File: src/rtl/lieat_idu_scbd.sv
// rtl/lieat_idu_scbd.sv - long-instruction scoreboard for decode/dispatch
//
// Tracks up to DEPTH outstanding long instructions across 2^OPW classes.
// Entries of one class retire in dispatch order: each entry carries a rank
// equal to the number of older valid entries of its class.
//
// Ports:
//   clk, rstn                 clock, asynchronous active-low reset
//   disp_*                    dispatch request, operand qualifiers and indices
//   disp_ready                scoreboard not full
//   remove_ena, remove_op     retire the oldest entry of class remove_op
//   ifu_dep_rs1, wbu_dep_rd   extra lookup indices for IFU (JALR) and WBU
//   raw_dep, waw_dep          dispatch hazards
//   ifu_dep, wbu_dep          lookup hazards
//   empty, count              occupancy
//   scbd_err                  sticky protocol error
//
// Build option: LIEAT_SCBD_BYPASS_EN masks the entry retiring this cycle out
// of all hazard comparisons.

module lieat_idu_scbd #(
    parameter int DEPTH = 4,
    parameter int OPW   = 2,
    parameter int RGIDX = 5
) (
    input  logic                      clk,
    input  logic                      rstn,
    input  logic                      disp_ena,
    output logic                      disp_ready,
    input  logic [OPW-1:0]            disp_op,
    input  logic                      disp_rs1en,
    input  logic                      disp_rs2en,
    input  logic                      disp_rdwen,
    input  logic [RGIDX-1:0]          disp_rs1,
    input  logic [RGIDX-1:0]          disp_rs2,
    input  logic [RGIDX-1:0]          disp_rd,
    input  logic                      remove_ena,
    input  logic [OPW-1:0]            remove_op,
    input  logic [RGIDX-1:0]          ifu_dep_rs1,
    input  logic [RGIDX-1:0]          wbu_dep_rd,
    output logic                      raw_dep,
    output logic                      waw_dep,
    output logic                      ifu_dep,
    output logic                      wbu_dep,
    output logic                      empty,
    output logic [$clog2(DEPTH):0]    count,
    output logic                      scbd_err
);

    localparam int RW = $clog2(DEPTH);
    localparam int CW = RW + 1;

    logic [DEPTH-1:0] valid_q;
    logic [DEPTH-1:0] rdwen_q;
    logic [OPW-1:0]   op_q   [DEPTH];
    logic [RGIDX-1:0] rd_q   [DEPTH];
    logic [RW-1:0]    rank_q [DEPTH];

    logic [CW-1:0]    cnt;
    logic [CW-1:0]    same_cnt;
    logic [DEPTH-1:0] cls_rm;
    logic [DEPTH-1:0] rm_sel;
    logic [DEPTH-1:0] live;
    logic             rm_hit;
    logic             full;
    logic             do_disp;
    logic             found;
    logic [RW-1:0]    alloc_idx;
    logic [RW-1:0]    disp_rank;
    logic             h_rs1, h_rs2, h_rd, h_ifu, h_wbu;

    always_comb begin
        cnt       = '0;
        same_cnt  = '0;
        cls_rm    = '0;
        rm_sel    = '0;
        alloc_idx = '0;
        found     = 1'b0;
        for (int i = 0; i < DEPTH; i++) begin
            if (valid_q[i]) begin
                cnt = cnt + CW'(1);
                if (op_q[i] == disp_op) same_cnt = same_cnt + CW'(1);
            end
            cls_rm[i] = valid_q[i] && remove_ena && (op_q[i] == remove_op);
            rm_sel[i] = cls_rm[i] && (rank_q[i] == '0);
            // allocation only ever looks at slots free before this edge
            if (!found && !valid_q[i]) begin
                alloc_idx = RW'(i);
                found     = 1'b1;
            end
        end
        rm_hit  = |rm_sel;
        full    = (cnt == CW'(DEPTH));
        do_disp = disp_ena && !full;
        // a same-class retirement in this cycle makes the new entry one rank younger-free
        disp_rank = RW'(same_cnt - CW'(remove_ena && (remove_op == disp_op) && rm_hit));
    end

`ifdef LIEAT_SCBD_BYPASS_EN
    assign live = valid_q & rdwen_q & ~rm_sel;
`else
    assign live = valid_q & rdwen_q;
`endif

    always_comb begin
        h_rs1 = 1'b0;
        h_rs2 = 1'b0;
        h_rd  = 1'b0;
        h_ifu = 1'b0;
        h_wbu = 1'b0;
        for (int i = 0; i < DEPTH; i++) begin
            if (live[i]) begin
                if (rd_q[i] == disp_rs1)    h_rs1 = 1'b1;
                if (rd_q[i] == disp_rs2)    h_rs2 = 1'b1;
                if (rd_q[i] == disp_rd)     h_rd  = 1'b1;
                if (rd_q[i] == ifu_dep_rs1) h_ifu = 1'b1;
                if (rd_q[i] == wbu_dep_rd)  h_wbu = 1'b1;
            end
        end
    end

    // x0 never creates a dependency
    assign raw_dep    = (disp_rs1en && h_rs1 && (|disp_rs1)) ||
                        (disp_rs2en && h_rs2 && (|disp_rs2));
    assign waw_dep    = disp_rdwen && h_rd && (|disp_rd);
    assign ifu_dep    = h_ifu && (|ifu_dep_rs1);
    assign wbu_dep    = h_wbu && (|wbu_dep_rd);
    assign count      = cnt;
    assign empty      = (cnt == '0);
    assign disp_ready = !full;

    always_ff @(posedge clk or negedge rstn) begin
        if (!rstn) begin
            valid_q  <= '0;
            rdwen_q  <= '0;
            scbd_err <= 1'b0;
            for (int i = 0; i < DEPTH; i++) begin
                op_q[i]   <= '0;
                rd_q[i]   <= '0;
                rank_q[i] <= '0;
            end
        end else begin
            if ((disp_ena && full) || (remove_ena && !rm_hit)) scbd_err <= 1'b1;
            for (int i = 0; i < DEPTH; i++) begin
                if (rm_sel[i]) begin
                    valid_q[i] <= 1'b0;
                    rank_q[i]  <= '0;
                end else if (cls_rm[i] && rm_hit) begin
                    rank_q[i] <= rank_q[i] - RW'(1);
                end
                if (do_disp && (alloc_idx == RW'(i))) begin
                    valid_q[i] <= 1'b1;
                    rdwen_q[i] <= disp_rdwen;
                    op_q[i]    <= disp_op;
                    rd_q[i]    <= disp_rd;
                    rank_q[i]  <= disp_rank;
                end
            end
        end
    end

endmodule

File: config.mk
export PLATFORM = sky130hd
export DESIGN_NAME = lieat_idu_scbd
export DESIGN_NICKNAME = d
export VERILOG_FILES = /design/src/rtl/lieat_idu_scbd.sv
export SDC_FILE = /design/constraint.sdc
export NUM_CORES = 1
export LEC_CHECK = 0
export ABC_AREA = 1
export CORE_ASPECT_RATIO = 0.5
export CORE_MARGIN = 2
export CORE_UTILIZATION = 55
export DETAILED_ROUTE_END_ITERATION = 12
export PLACE_DENSITY_LB_ADDON = 0.05
export SLEW_MARGIN = 10
export SYNTH_ARGS = -nofsm -noshare
export SYNTH_HDL_FRONTEND = slang
export SYNTH_SLANG_ARGS = --single-unit
File: constraint.sdc
create_clock -name clk -period 2.9 [get_ports clk]
set_input_delay 0.58 -clock clk [delete_from_list [all_inputs] [get_ports clk]]
set_output_delay 0.58 -clock clk [all_outputs]
set_load 0.01 [all_outputs]
[After elaboration in Yosys (flattened, before gate mapping)]
Index checks and enable logic that the tools add are counted.
Storage, ports and cells
  logic and storage cells: 209
  output and inout bits: 10
  register bits: 45
  input port bits: 36
Operators by class
  add/subtract/negate cells: 11
  multiplexer cells: 78
  bitwise logic cells: 1
  equality and inequality tests: 33
  reductions and logical operators: 65
Operators with widths (number)
  == test 5 bit: 20
  2-to-1 mux 1 bit: 55
  2-to-1 mux 2 bit: 21
  logical AND 1 bit: 36
  OR reduction 5 bit: 5
  == test 2 bit: 9
  nonzero test 3 bit: 4
  zero test 2 bit: 5
  nonzero test 2 bit: 4
  subtractor 2 x 1 -> 2 bit (second input constant): 4
  zero test 1 bit: 7
  adder 3 x 1 -> 3 bit (second input constant): 2
  2-to-1 mux 3 bit: 2
  adder 1 x 1 -> 2 bit (second input constant): 2
  adder 2 x 1 -> 2 bit (second input constant): 2
  AND 4 bit: 1
  == test 2 bit (second input constant): 2
  OR reduction 4 bit: 1
  == test 3 bit (second input constant): 1
  zero test 3 bit: 1
  == test 2 x 1 -> 1 bit (second input constant): 1
  logical OR 1 bit: 2
  subtractor 2 x 1 -> 2 bit: 1

[Longest topological paths before layout]
Gate-level depths: netlist of the first run.
  depth after elaboration: 14
  gate-level depth with buffers: 19
  mapped depth without buffers: 19

[Worst setup path after synthesis of the first run]
Ideal clock, no wire load.
  path kind: input-to-reg
  start point: in disp_op[0]
  end point: reg rank_q[7] (netlist name)
  stages: 16
  data arrival time: 2518 ps
  setup time: 77 ps
  buffers on the path: 1
  setup slack: 305 ps
  required time: 2823 ps
  path through: buf_2 > or2_2 > a21oi_1 > ha_1 > nand2_1 > nand2_1 > nand2_1 > nand2_1 > xor2_1 > ha_1 > inv_1 > xor2_1 > inv_1 > nand3_1 > nand3_1 > a21oi_1
Between the ends
  word-level cells in the longest chain between the ends: 14
  elaborated cells on any way between the ends: 20
  classes of those cells: add/sub (4); eq/ne (5); mux (9); reduce/logical (2)
Ends and longest elaborated chain
  start: declaration: RTL line 30  | input logic [OPW-1:0] disp_op,
  == test 2 bit: RTL line 82  | if (op_q[i] == disp_op) same_cnt = same_cnt + CW'(1);
  2-to-1 mux 1 bit: RTL line 82
  2-to-1 mux 1 bit: RTL line 80  | if (valid_q[i]) begin
  adder 1 x 1 -> 2 bit: RTL line 82
  2-to-1 mux 2 bit: RTL line 82
  2-to-1 mux 2 bit: RTL line 80
  adder 2 x 1 -> 2 bit: RTL line 82
  2-to-1 mux 2 bit: RTL line 82
  2-to-1 mux 2 bit: RTL line 80
  adder 2 x 1 -> 2 bit: RTL line 82
  2-to-1 mux 2 bit: RTL line 82
  2-to-1 mux 2 bit: RTL line 80
  subtractor 2 x 1 -> 2 bit (*): RTL line 96  | disp_rank = RW'(same_cnt - CW'(remove_ena && (remove_op == disp_op) && rm_hit));
  2-to-1 mux 2 bit (*): RTL line 151  | if (do_disp && (alloc_idx == RW'(i))) begin
  end signal: indexed assignment: RTL line 149  | rank_q[i] <= rank_q[i] - RW'(1);
  end signal: indexed assignment: RTL line 156  | rank_q[i] <= disp_rank;
  end: declaration: RTL line 57  | logic [RW-1:0] rank_q [DEPTH];
Every way passes the cells marked *; elsewhere a longest branch is shown, timed or not.
A chain may end at the register's enable or synchronous reset.

[Worst setup path after layout of the first run]
  start point: in ifu_dep_rs1[0]
  end point: out ifu_dep
Between the ends
  word-level cells in the longest chain between the ends: 10
  elaborated cells on any way between the ends: 14
  classes of those cells: eq/ne (4); mux (8); reduce/logical (2)
Ends and longest elaborated chain
  start: declaration: RTL line 39  | input logic [RGIDX-1:0] ifu_dep_rs1,
  == test 5 bit: RTL line 116  | if (rd_q[i] == ifu_dep_rs1) h_ifu = 1'b1;
  2-to-1 mux 1 bit: RTL line 116
  2-to-1 mux 1 bit: RTL line 112  | if (live[i]) begin
  2-to-1 mux 1 bit: RTL line 116
  2-to-1 mux 1 bit: RTL line 112
  2-to-1 mux 1 bit: RTL line 116
  2-to-1 mux 1 bit: RTL line 112
  2-to-1 mux 1 bit: RTL line 116
  2-to-1 mux 1 bit: RTL line 112
  logical AND 1 bit (*): RTL line 126  | assign ifu_dep = h_ifu && (|ifu_dep_rs1);
  end: declaration: RTL line 43  | output logic ifu_dep,
Marks and branches as above.

==> results.yml, run 1 <==
place:
  port_buffers: 45
  finalWeightedCongestion: 0.986
  place_hpwl_mm: 9.46
  dpl_cell_area_sq_mm: 0.00479
clock_network:
  cts.sinks: 45
  cts_root_buf: "clkbuf_16"
  cts_tree: "built"
  clkLatencyLatePin_ns: 0.29
  clockBufferDepth: 2
  htreeDepth: 2
  clkTransAtPathRegs_ns: 0.06
  cts_buffers: 5
cells_and_area:
  antenna-diode-count: 0
  utilization: 0.736
  nets: 723
  syn2layout_area_growth_pct: 26.7
  drive_gt1_frac: 0.149
  regArea_sq_mm: 0.00113
  design_area_sq_mm: 0.00501
  nFillCells: 564
  multi_input_area_sq_mm: 0.00242
worst_setup_path:
  cp_cell_sequence: "clkdlybuf4s50_1 -> inv_1 -> a221oi_1 -> nand3_1 -> nand2_1 -> nor2_1 -> nor2_1 -> dlygate4sd2_1"
  endpoint_kind: "output port"
  path_common_cell: "nor2_1"
  worstPathMaxFanout: 4
  critPathBufInv: 3
  path_delay_family: "buffers and inverters"
  critPathMaxStageDelay_ns: 0.52
  cp.arrival_ns: 2.16
  critical_path_class: "input port to output port"
  worstPathRequired_ns: 2.32
  cp-start-kind: "input port"
  cp_slowest_cell: "clkdlybuf4s50_1"
drt:
  dr.pass1.iters: 5
  drt_iter0_markers: 714
  vias: 4594
  ant_nets: 0
  routedWlPerCell_um: 17.1
  wl_mm: 13.2
  post_drt_via_cell_ratio: 5.97
  drcViolationCount: 0
timing:
  fin_crit_ns: 2.74
  fin_crit_sh: 0.946
  drv_slew: 0
  slew_headroom: 0.331
  rsz0062_at_grt: "false"
  worst_slew_pin_slew_ns: 1.00
  fmax_mhz: 365
  skew_ns: 0.00434
  setup_viol: 0
  final_hold_viol_count: 0
floorplanning:
  start_util: 0.581
  fp-row-count: 21
  core_sq_mm: 0.00681
  die_w_um: 124
  pin_count: 46
  die_h_um: 63.9
  dieArea_sq_mm: 0.00792
global_routing:
  grt_pass1_wl_mm: 21.0
  grt_start_max_net_pins: 46
  grt_antenna_before_repair: 0
  track_usage: 0.345
  grt_pass1_vias: 4345
  grt.overflow.total: 0
run_status:
  status: "finished, final reports clean"
hold_path:
  hold_class: "input port to async pin"
synthesis:
  yosysMostFrequentCell: "nand2_1"
  synth_edf_count: 0
  syn_area_sq_mm: 0.00395
  synth_top_cells_by_area: "dfrtp_1 (28%), nand2_1 (12%), inv_1 (8.6%)"
  synth_ff_type: "dfrtp_1"
  async_flop_share: 1.00
  syn_nets: 644
  syn_area_per_cell_sq_um: 6.61
  synth.yosys.seq_area_share: 0.285
  syn_inst: 598
  netlist-cell-type-count: 35
  synth_top_area_frac: 0.285
  ys_warn_count: 0
  synthTopCellsByCount: "nand2_1 (123), inv_1 (91), nor2_1 (48), o22ai_1 (48), dfrtp_1 (45)"
  synth_top_area_cell: "dfrtp_1"
  ys_ff_latch: 45
pwr:
  irDropWorstVdd_mv: 0.980
  cellPowerDensity_mw_per_mm2: 970
  leakagePower_nw: 2.55
flow_run:
  cap_violations: 0
final cells by class:
| type | instances | area share |
|---|---|---|
| flip-flops and latches | 45 | 0.225 |
| clock buffers | 6 | 0.0257 |
| well taps | 92 | 0.0230 |
| inverters | 96 | 0.0720 |
| repair buffers | 96 | 0.162 |
| multi-input cells | 433 | 0.484 |
| clock inverters | 2 | 0.00775 |
where the power goes:
part	leakage [nW]	switching [mW]	total, mW	internal [mW]
Combinational	1.92	1.63	2.75	1.12
Sequential	0.554	0.536	1.46	0.920
Clock	0.0810	0.246	0.654	0.409
Total	2.55	2.41	4.86	2.45
sequential cells by signal, indices dropped and copies added, names as in the netlist:
signal    flops
op_q          8
rank_q        8
rd_q         20
rdwen_q       4
scbd_err      1
valid_q       4
cells in the final DEF (no fill, tap or decap), types with 2 or more instances in the layout:
cell type          n
a211oi_1           4
a21oi_1           38
nand4_1           13
o22ai_1           48
xor2_1            14
nand2_2            2
dlygate4sd2_1     12
nor3_1            12
nor3_2             2
nand2_4            4
ha_1               9
clkbuf_16          5
nor4_1             3
buf_4             51
clkdlybuf4s50_1   26
nand3_4            5
o21ai_0           20
inv_2             17
buf_2              2
o21bai_1           4
nor2_1            48
dlymetal6s2s_1     4
a211oi_2           2
o21ai_1           20
xnor2_1            9
nand3_1           35
inv_1             78
a221oi_1           4
xor2_2             2
o31ai_1            2
nand2_1          123
dfrtp_1           45
per-stage QoR:
step           setup WS (ns)  power, mW  hold WS [ns]  TNS, ns  cells
3_3_place_gp          -0.124       4.04         0.462   -0.757    761
2_1_floorplan          0.305       3.10         0.284        0    598
4_1_cts              0.00116       4.74         0.483        0    770
3_5_place_dp          -0.217       4.08         0.466    -1.13    761
6_report               0.158       4.86         0.448        0    770
5_1_grt             0.000759       5.23         0.515        0    770
per-layer routing:
layer / track usage / wire (um) / vias up
li1: - / - / 2163
met1: 0.464 / 5430 / 2068
met2: 0.545 / 5620 / 291
met3: 0.0688 / 1490 / 72
met4: 0.142 / 641 / 0
met5: 0 / 0 / -
repair_timing:
| item | CTS | global route |
|---|---|---|
| hold buffers | 0 | 0 |
| buffers inserted | 1 | 0 |
| endpoints found under the setup margin | 7 | 9 |
| pin swaps | 1 | 1 |
| resized for setup | 26 | 20 |
| endpoints found under the hold margin | 0 | 0 |
| cloned | 0 | 0 |
final timing paths:
check / start / endpoint / slack (ns) / depth (start not counted)
worst max-delay path: ifu_dep_rs1[0] / ifu_dep / 0.16 / 8
worst min-delay path: rstn / scbd_err$_DFFE_PN0P_ / 0.45 / 1
worst max register to register: valid_q[0]$_DFFE_PN0P_ / rank_q[3]$_DFFE_PN0P_ / 0.32 / 14
worst min register to register: rdwen_q[3]$_DFFE_PN0P_ / rdwen_q[3]$_DFFE_PN0P_ / 0.48 / 2
max in group asynchronous: rstn / rd_q[2]$_DFFE_PN0P_ / 1.82 / 1
min in group clk: rdwen_q[3]$_DFFE_PN0P_ / rdwen_q[3]$_DFFE_PN0P_ / 0.48 / 2
kinds of logic (layout without fill, tap and decap cells):
family / after synthesis / in the layout / share of synthesized area
AND/OR/NAND/NOR: 252 / 252 / 0.296
AO/OA/AOI/OAI: 145 / 145 / 0.213
buffers and inverters: 120 / 200 / 0.117
adder cells (fa/ha/maj): 10 / 10 / 0.0317
XOR/XNOR: 26 / 26 / 0.0576
flip-flops: 45 / 45 / 0.285
(Power assumes the default switching activity.)
==> run 2: changes to the inputs <==
Settings changed: CORE_UTILIZATION 55 to 34.
==> run 2 against run 1 <==
  * Via count decreased by 3.4%
  * Critical path depth increased by 2
  * Sequential power about the same
  * Final area increased by 4.4%
  * Fmax about the same
  * Combinational power increased by 5%
  * Clock skew decreased by 0.00094 ns
  * Routed wire length increased by 8.9%
  * Non-clock buffer count increased by 19
  * Largest power group unchanged
  * Die area increased by 59%
==> results.yml, run 2 (synthesis results as in run 1) <==
worst_setup_path:
  path_delay_family: "buffers and inverters"
  critPathMaxStageDelay_ns: 0.47
  cp-start-kind: "input port"
  cp_cell_sequence: "clkdlybuf4s50_1 -> inv_2 -> buf_4 -> o22ai_1 -> a211oi_1 -> nand4_1 -> nand2_1 -> nor2_1 -> nor2_1 -> dlygate4sd2_1"
  cp.arrival_ns: 2.16
  critical_path_class: "input port to output port"
  worstPathMaxFanout: 4
  critPathBufInv: 4
  endpoint_kind: "output port"
  cp_slowest_cell: "clkdlybuf4s50_1"
  worstPathRequired_ns: 2.32
  path_common_cell: "nor2_1"
cells_and_area:
  nFillCells: 1166
  utilization: 0.469
  drive_gt1_frac: 0.165
  largest_reg_flops: 20
  regArea_sq_mm: 0.00113
  largestRegisters: "rd_q (20), op_q (8), rank_q (8)"
  nets: 742
  antenna-diode-count: 0
  top_register: "rd_q"
  multi_input_area_sq_mm: 0.00242
  final_common_cell: "nand2_1"
  mostFrequentLayoutCells: "nand2_1 (121), inv_1 (84), buf_4 (70)"
  syn2layout_area_growth_pct: 32.3
  instances_no_fill: 842
place:
  place_inst: 832
  finalWeightedCongestion: 0.931
  port_buffers: 45
  place_hpwl_mm: 10.9
pwr:
  switchingPower_mw: 2.44
  irDropWorstVdd_mv: 0.704
  pwr-share-clk: 0.132
  total_power_mw: 4.99
  cellPowerDensity_mw_per_mm2: 956
  leakagePower_nw: 2.66
  switching_share: 0.489
  comb_power_share: 0.576
  p_int_mw: 2.55
  seqPwrFrac: 0.292
drt:
  post_drt_via_cell_ratio: 5.27
  drt_iter0_markers: 265
  drcViolationCount: 0
  vias: 4440
  routedWlPerCell_um: 17.0
  dr.pass1.iters: 5
  wl_mm: 14.4
  ant_nets: 0
clock_network:
  cts.sinks: 45
  clkLatencyLatePin_ns: 0.29
  hold_buffers: 0
  cts_buffers: 5
  cts_root_buf: "clkbuf_16"
  clockBufferDepth: 2
  cts_tree: "built"
  clkTransAtPathRegs_ns: 0.07
  htreeDepth: 2
floorplanning:
  start_util: 0.354
  pin_count: 46
  die_h_um: 80.2
  core_sq_mm: 0.0111
  die_w_um: 156
  dieArea_sq_mm: 0.0126
  fp-row-count: 27
timing:
  drv_slew: 0
  rsz0062_at_grt: "false"
  skew_ns: 0.00341
  fmax_mhz: 365
  fin_crit_ns: 2.74
  worst_slew_pin_slew_ns: 0.483
  final_hold_viol_count: 0
  setup_viol: 0
  fin_crit_sh: 0.945
  slew_headroom: 0.678
global_routing:
  grt_pass1_vias: 4270
  grt_antenna_before_repair: 0
  track_usage: 0.237
  grt_start_max_net_pins: 32
  grt_pass1_wl_mm: 22.8
  grt.overflow.total: 0
hold_path:
  hold_class: "input port to async pin"
flow_run:
  cap_violations: 0
run_status:
  status: "finished, final reports clean"
==> run 2: worst paths after layout <==
check	slack, ns	cells past startpoint	end	start
worst max-delay path	0.16	10	waw_dep	disp_rd[2]
worst min-delay path	0.21	1	op_q[2]$_DFFE_PN0P_	rstn
worst max register to register	0.46	15	rank_q[3]$_DFFE_PN0P_	valid_q[1]$_DFFE_PN0P_
worst min register to register	0.48	2	rdwen_q[0]$_DFFE_PN0P_	rdwen_q[0]$_DFFE_PN0P_
max in group asynchronous	1.95	2	rd_q[7]$_DFFE_PN0P_	rstn
min in group clk	0.48	2	rdwen_q[0]$_DFFE_PN0P_	rdwen_q[0]$_DFFE_PN0P_
==> run 2: repair_timing <==
item | 4_1_cts | 5_1_grt
setup endpoints to repair | 7 | 9
resized for setup | 26 | 16
pin swaps | 0 | 2
buffers inserted | 1 | 1
==> run 2: through the flow <==
step | hold slack (ns) | area (sq um) | setup WS (ns) | setup TNS (ns)
after floorplan | 0.284 | 3950 | 0.305 | 0
after global placement | 0.463 | 5000 | -0.148 | -1.02
after detailed placement | 0.465 | 5000 | -0.194 | -1.28
after CTS | 0.222 | 5170 | 0.0202 | 0
after global routing | 0.234 | 5230 | 0.0111 | 0
final | 0.210 | 5230 | 0.159 | 0
==> run 2: power by group through the flow <==
stage / Clock [mW] / Sequential [mW] / Combinational (mW)
global placement: 0 / 1.44 / 2.82
CTS: 0.686 / 1.43 / 2.83
detailed placement: 0 / 1.44 / 2.83
global route: 0.707 / 1.49 / 3.26
floorplan: 0 / 1.11 / 1.99
finish: 0.661 / 1.46 / 2.88
==> run 2: final cells by class <==
cell class | count | share of cell area
multi-input cells | 433 | 0.463
flip-flops and latches | 45 | 0.215
repair buffers | 115 | 0.186
inverters | 96 | 0.0689
well taps | 145 | 0.0347
clock buffers | 6 | 0.0247
clock inverters | 2 | 0.00742
==> run 2: metal layers <==
layer  routed length (um)  GRT usage
met1                 6820      0.322
met4                  278     0.0761
met2                 6280      0.392
met5                    0          0
met3                  974     0.0345
